==> config.mk <==
export PLATFORM = sky130hd
export DESIGN_NAME = uart_transmitter
export DESIGN_NICKNAME = d
export VERILOG_FILES = /design/src/rtl/uart_pkg.sv /design/src/rtl/uart_bit_timer.sv /design/src/rtl/uart_transmitter.sv
export SDC_FILE = /design/constraint.sdc
export NUM_CORES = 1
export LEC_CHECK = 0
export CAP_MARGIN = 20
export CORE_MARGIN = 2
export CORE_UTILIZATION = 30
export CTS_BUF_LIST = sky130_fd_sc_hd__clkbuf_4 sky130_fd_sc_hd__clkbuf_8
export CTS_CLUSTER_DIAMETER = 100
export DETAILED_ROUTE_END_ITERATION = 8
export SLEW_MARGIN = 20
export SYNTH_ARGS = -nofsm -noshare
export SYNTH_HDL_FRONTEND = slang
export SYNTH_HIERARCHICAL = 1
export SYNTH_SLANG_ARGS = --single-unit
==> constraint.sdc <==
create_clock -name clk -period 2.8 [get_ports clk]
set_clock_uncertainty 0.1 [all_clocks]
set_input_delay 0.56 -clock clk [delete_from_list [all_inputs] [get_ports clk]]
set_output_delay 0.56 -clock clk [all_outputs]
set_load 0.005 [all_outputs]
==> src/rtl/uart_pkg.sv <==
// Shared 8N1 UART frame constants, used by both the transmit and receive ends.
// Latency: n/a (constants only).
// Backpressure: n/a.
package uart_pkg;

    localparam int   DATA_BITS  = 8;     // payload bits per frame
    localparam int   FRAME_BITS = 10;    // start + data + stop
    localparam logic IDLE_LEVEL = 1'b1;  // line level between frames and during stop

endpackage

==> src/rtl/uart_bit_timer.sv <==
// Bit-time counter: counts while enabled and pulses bit_end on the last cycle of each bit.
// Latency: bit_end is asserted combinationally in the cycle where count == SYMBOL_EDGE_TIME-1.
// Backpressure: none; the owner gates progress with enable and restarts with clear.
//
// Ports:
//   clk, rst  - system clock, synchronous active-high reset
//   enable    - advance the counter this cycle
//   clear     - force the counter back to zero (wins over enable)
//   bit_end   - one-cycle pulse on the final cycle of the current bit
module uart_bit_timer #(
    parameter int SYMBOL_EDGE_TIME = 1085,
    // Sized to hold 0..SYMBOL_EDGE_TIME-1; valid for any SYMBOL_EDGE_TIME >= 2.
    localparam int CLOCK_COUNTER_WIDTH = $clog2(SYMBOL_EDGE_TIME)
) (
    input  logic clk,
    input  logic rst,
    input  logic enable,
    input  logic clear,
    output logic bit_end
);

    localparam logic [CLOCK_COUNTER_WIDTH-1:0] LAST_COUNT =
        CLOCK_COUNTER_WIDTH'(SYMBOL_EDGE_TIME - 1);

    logic [CLOCK_COUNTER_WIDTH-1:0] count;

    assign bit_end = enable && (count == LAST_COUNT);

    always_ff @(posedge clk) begin
        if (rst || clear) begin
            count <= '0;
        end else if (enable) begin
            // Wrap at the bit boundary so each bit lasts exactly SYMBOL_EDGE_TIME cycles.
            count <= bit_end ? '0 : count + 1'b1;
        end
    end

endmodule

==> src/rtl/uart_transmitter.sv <==
// UART transmitter: serializes accepted bytes as 8N1 frames on serial_out (idle high).
// Latency: start bit appears the cycle after accept; frame lasts FRAME_BITS*SYMBOL_EDGE_TIME cycles.
// Backpressure: data_in_ready is high only while idle; the byte is latched on the accept edge.
//
// Ports:
//   clk, rst       - system clock, synchronous active-high reset
//   data_in        - byte to send, sampled only on the accept cycle
//   data_in_valid  - producer has a byte (fifo deq_valid)
//   data_in_ready  - transmitter idle and able to take a byte (fifo deq_ready)
//   serial_out     - registered TX line
module uart_transmitter
    import uart_pkg::*;
#(
    parameter int CLOCK_FREQ = 125_000_000,
    parameter int BAUD_RATE  = 115_200
) (
    input  logic       clk,
    input  logic       rst,
    input  logic [7:0] data_in,
    input  logic       data_in_valid,
    output logic       data_in_ready,
    output logic       serial_out
);

    localparam int SYMBOL_EDGE_TIME = CLOCK_FREQ / BAUD_RATE;
    localparam int IDX_W            = $clog2(DATA_BITS);

    localparam logic [IDX_W-1:0] LAST_INDEX = IDX_W'(DATA_BITS - 1);

    typedef enum logic [1:0] {
        IDLE,
        START,
        DATA,
        STOP
    } state_t;

    state_t                 state;
    logic [DATA_BITS-1:0]   data_reg;
    logic [IDX_W-1:0]       bit_index;
    logic [IDX_W-1:0]       next_index;
    logic                   bit_end;

    assign data_in_ready = (state == IDLE);
    assign next_index    = bit_index + 1'b1;

    // The timer sits at zero while idle, so every frame starts on a fresh bit.
    uart_bit_timer #(
        .SYMBOL_EDGE_TIME(SYMBOL_EDGE_TIME)
    ) u_bit_timer (
        .clk    (clk),
        .rst    (rst),
        .enable (state != IDLE),
        .clear  (state == IDLE),
        .bit_end(bit_end)
    );

    // serial_out is loaded with the level of the state being entered, so the
    // pin is a plain flop output and changes exactly on state transitions.
    always_ff @(posedge clk) begin
        if (rst) begin
            state      <= IDLE;
            serial_out <= IDLE_LEVEL;
            bit_index  <= '0;
            data_reg   <= '0;
        end else begin
            case (state)
                IDLE: begin
                    serial_out <= IDLE_LEVEL;
                    if (data_in_valid) begin
                        data_reg   <= data_in;
                        state      <= START;
                        serial_out <= 1'b0;
                    end
                end
                START: begin
                    if (bit_end) begin
                        state      <= DATA;
                        bit_index  <= '0;
                        serial_out <= data_reg[0];
                    end
                end
                DATA: begin
                    if (bit_end) begin
                        if (bit_index == LAST_INDEX) begin
                            state      <= STOP;
                            bit_index  <= '0;
                            serial_out <= IDLE_LEVEL;
                        end else begin
                            bit_index  <= next_index;
                            serial_out <= data_reg[next_index];
                        end
                    end
                end
                STOP: begin
                    if (bit_end) begin
                        state      <= IDLE;
                        serial_out <= IDLE_LEVEL;
                    end
                end
                default: begin
                    state      <= IDLE;
                    serial_out <= IDLE_LEVEL;
                end
            endcase
        end
    end

endmodule

* Word-level counts from Yosys, hierarchy flattened
Cells that the tools add are included.
** Storage, ports and cells
- Bits in registers :: 25
- Input port bits :: 11
- Output and inout port bits :: 2
- Logic and storage cells :: 46
** Cells by class
- $add $sub $neg :: 2
- $lt $le $gt $ge :: 1
- Eq/ne operators :: 10
- Muxes and demuxes :: 19
- Reductions and logical operators :: 9
** Operator list (count)
- 11-bit by 1-bit adder with 11-bit output (second input constant) :: 1
- 11-bit equality test (second input constant) :: 1
- 11-bit two-way mux :: 1
- 2-bit two-way mux :: 5
- 3-bit two-way mux :: 3
- 2-bit case mux with 4 select lines :: 1
- 1-bit two-way mux :: 6
- 2-bit by 1-bit != test with 1-bit output (second input constant) :: 3
- 3-bit case mux with 2 select lines :: 1
- 3-bit AND reduction :: 2
- 5-bit AND reduction :: 1
- 2-bit equality test (second input constant) :: 2
- 3-bit by 4-bit less-than comparator with 1-bit output (second input constant) :: 1
- 2-bit != test (second input constant) :: 2
- 1-bit case mux with 4 select lines :: 1
- 2-bit nonzero test :: 2
- 3-bit by 1-bit adder with 3-bit output (second input constant) :: 1
- 1-bit binary-select mux with 3-bit select :: 1
- 3-bit equality test (second input constant) :: 1
- 2-bit by 1-bit equality test with 1-bit output (second input constant) :: 1
- 2-bit logical NOT :: 1
- 2-bit AND reduction :: 1
- 1-bit logical AND :: 1
- 1-bit logical OR :: 1

* Logic depth before layout (Yosys ltp)
- Depth after elaboration :: 6
- Depth in mapped cells :: 11
- Mapped depth without buffers :: 9

* By module
Netlist, hierarchy kept.
** Modules (own cells, without submodules)
- uart_transmitter :: instances 1, cells an instance 81, area an instance 716.9 um^2, seq. area each 280.3 um^2
- uart_bit_timer :: instances 1, cells an instance 63, area an instance 566.8 um^2, seq. area each 220.2 um^2

* Worst setup path after synthesis
Ideal clock, no wire load.
- Path type :: flip-flop to flip-flop
- From :: reg state[0]
- To :: reg bit_index[1]
- Library setup time :: 0.128 ns
- Arrival :: 2.260 ns
- Data required time :: 2.572 ns
- Slack :: 0.312 ns
- Stages on the path, launching flop included :: 11
- Buffers on the path :: 2
- Clock period less this slack :: 2.488 ns
- Cells stage by stage :: dfxtp_1 -> inv_1 -> ha_1 -> buf_2 -> inv_1 -> buf_2 -> nand4b_1 -> nor3_1 -> o21ai_0 -> a22oi_1 -> nor2_1
** On the way
- Word-level cells in the longest chain between the ends :: 4
- Elaborated cells on any way between the ends :: 9
- Classes of those cells :: 4 x eq/ne; 1 x mux; 4 x reduce/logical
** Ends and longest elaborated chain
- from (decl) :: RTL line uart_transmitter.sv:37 : state_t state;
- from (signal assigned) :: RTL line uart_transmitter.sv:61 : state <= IDLE;
- from (signal assigned) :: RTL line uart_transmitter.sv:71 : state <= START;
- from (signal assigned) :: RTL line uart_transmitter.sv:77 : state <= DATA;
- 2-bit nonzero test (*) :: RTL line uart_transmitter.sv:52 : .enable (state != IDLE),
- 1-bit logical AND (*) :: RTL line uart_bit_timer.sv:27 : assign bit_end = enable && (count == LAST_COUNT);
- named net bit_end :: RTL line uart_transmitter.sv:41 : logic bit_end;
- 2-bit by 1-bit != test with 1-bit output (no line)
- 3-bit AND reduction (no line) (*)
- to (signal assigned) :: RTL line uart_transmitter.sv:89 : bit_index <= next_index;
- to (decl) :: RTL line uart_transmitter.sv:39 : logic [IDX_W-1:0] bit_index;
The timed path passes the listed nets; every way through them passes the cells marked *.
A chain may end at the register's enable or synchronous reset.

* Final worst setup path
- From :: reg state[0]
- To :: out data_in_ready
** On the way
- Word-level cells in the longest chain between the ends :: 1
** Ends and longest elaborated chain
- 2-bit logical NOT :: RTL line uart_transmitter.sv:43 : assign data_in_ready = (state == IDLE);
- to (decl) :: RTL line uart_transmitter.sv:21 : output logic data_in_ready,
No other way between the ends.

==> flow_metrics.tcl <==
set metrics [dict create \
    syn_area_per_cell_um2 8.91 \
    antenna_found_initial 0 \
    drc 0 \
    place.port_buffers 12 \
    cp_num_buf_inv 2 \
    dominantRegCellSynth "dfxtp_1" \
    post-route-period-util_pct 87.1 \
    cts_max_level 1 \
    grt_max_degree 15 \
    num_io_pins 13 \
    rsz0062_at_grt "no" \
    place.gp.congestion 0.742 \
    fin_crit_ns 2.44 \
    hold_viol_final 0 \
    syn2layout_area_growth_pct 17.8 \
    path_delay_family "buffers and inverters" \
    crit_chain "inv_1, ha_1, clkdlybuf4s50_1" \
    cts_post_setup_buffers_inserted 0 \
    grt_pass1_wl_um 4770 \
    synth.top_cell.area_share_pct 39.0 \
    final-seq-area_um2 500 \
    core-area_um2 4060 \
    drtPass1Iterations 4 \
    synth_area_leaders "dfxtp_1 39%, ha_1 8.8%, a21oi_1 6.2%" \
    drt_iter0_markers 68 \
    required_ns 2.14 \
    powerDensity_nw_per_um2 725 \
    layout.nets 179 \
    multi_input_area_um2 742 \
    cp_slowest_stage_delay_ns 0.59 \
    setup_ws_ns 0.361 \
    dp_hpwl_um 1990 \
    yosys_register_bits 25 \
    power_mw 1.10 \
    die_h_um 69.4 \
    synth.most_common_cell "dfxtp_1" \
    p_leak_nw 0.552 \
    synth_edf_count 0 \
    cts_tree "built" \
    synthTopCellsByCount "25 x dfxtp_1, 16 x a21oi_1, 15 x nand2_1" \
    grt_pass1_vias 1078 \
    hold_ws_ns 0.359 \
    vdd_drop_max_mv 0.289 \
    ctsResizeCount 0 \
    wl_um 2670 \
    post-route-util_pct 37.3 \
    fmax_mhz 410 \
    cts_hold_buf 0 \
    gr-usage-all-layers_pct 11.9 \
    syn_inst 144 \
    die-area_um2 4820 \
    relSlewSlack_pct 67.4 \
    cp-end-kind "output port" \
    crit_path_top_delay_cell "clkdlybuf4s50_1" \
    grt-ovfl-total 0 \
    clkTransAtPathRegs_ns 0.09 \
    synthArstFlopShare_pct 0 \
    place_ws_ns 0.505 \
    insertion_delay_ns 0.27 \
    fillers 402 \
    finalSetupTns_ns 0 \
    startpoint_type "flop" \
    largest_register_ffs 11 \
    viasPerCell 5.23 \
    antenna_cells 0 \
    wl_per_cell_um 12.8 \
    synth_nets 164 \
    max_cap_violations 0 \
    drv_slew 0 \
    cts-buffers-inserted 3 \
    root_buffer "clkbuf_8" \
    tightestPinTransition_ns 0.488 \
    vias 1088 \
    worstPathMaxFanout 12 \
    path_class "reg2out" \
    layout-drive-gt1-share_pct 7.59 \
    status "completed" \
    clock_path_buffers 2 \
    cts_sinks 25 \
    synth-seq-area-share_pct 39.0 \
    synth_area_um2 1280 \
    ant_nets 0 \
    synth_cell_types 34 \
    setup_viol 0 \
    std_cell_rows 23 \
    start_util_pct 31.6 \
    fp.dieW_um 69.4 \
    worstPathArrival_ns 1.78 \
    yosys_warnings 6 \
    holdCritPathClass "reg2reg" \
    synth_area_leader_cell "dfxtp_1" \
]
[stage by stage]
stage          instance area [µm²]  cells
2_1_floorplan                 1280    144
3_3_place_gp                  1470    204
3_5_place_dp                  1470    204
4_1_cts                       1510    208
5_1_grt                       1510    208
6_report                      1510    208
[kinds of logic after synthesis]
logic type               count (synthesis)  synth area share (%)
AO/OA/AOI/OAI                           33                  16.2
XOR/XNOR                                 3                  2.05
adder cells (fa/ha/maj)                  9                  8.77
buffers and inverters                   10                  3.22
flip-flops                              25                  39.0
multiplexers                             4                  5.75
AND/OR/NAND/NOR                         60                  25.0
[power breakdown]
group          internal, mW  leakage [nW]  switching [mW]
registers             0.402         0.203          0.0324
logic                 0.193         0.324           0.255
clock network        0.0995        0.0255           0.115
[worst paths after layout]
check	from	to	slack, ns	depth (start not counted)
max reg2reg	state[0]$_SDFFE_PP0P_	state[1]$_SDFFE_PP0P_	0.53	9
max	state[0]$_SDFFE_PP0P_	data_in_ready	0.36	3
min	data_reg[3]$_SDFFE_PP0P_	data_reg[3]$_SDFFE_PP0P_	0.36	2
min reg2reg	data_reg[3]$_SDFFE_PP0P_	data_reg[3]$_SDFFE_PP0P_	0.36	2
[tightest hold or removal path, cell delays in order, from the launching register on]
cell and delay, ns:
dfxtp_1 0.32, nand2_1 0.05, a21oi_1 0.05
[per-layer routing]
metal / vias up / part of all wire, % / global-route usage (%)
li1: 560 / - / -
met4: 0 / 0.71 / 2.61
met5: - / 0 / 0
met2: 17 / 48 / 21.2
met3: 2 / 4.2 / 3.92
met1: 509 / 47 / 13.9
[placed cells by master, fill, tap and decap left out, types with 3 or more instances in the layout]
cell type,synthesis,final
a21oi_1,16,16
buf_4,0,3
clkbuf_8,0,3
clkdlybuf4s50_1,0,12
dfxtp_1,25,25
ha_1,9,9
inv_1,5,5
nand2_1,15,15
nand3_1,13,13
nand4_1,4,4
nor2_1,10,10
nor3_1,5,5
o21ai_0,5,5
or3_1,3,3
xor2_1,3,3
[final cells by class]
type	count	share of cell area, %
multi-input combinational	109	49.0
sequential	25	33.1
timing repair buffer	15	9.43
tap	50	4.14
clock buffer	3	2.73
inverter	5	1.24
clock inverter	1	0.331
Note: power is estimated with default switching activity, not from simulation.
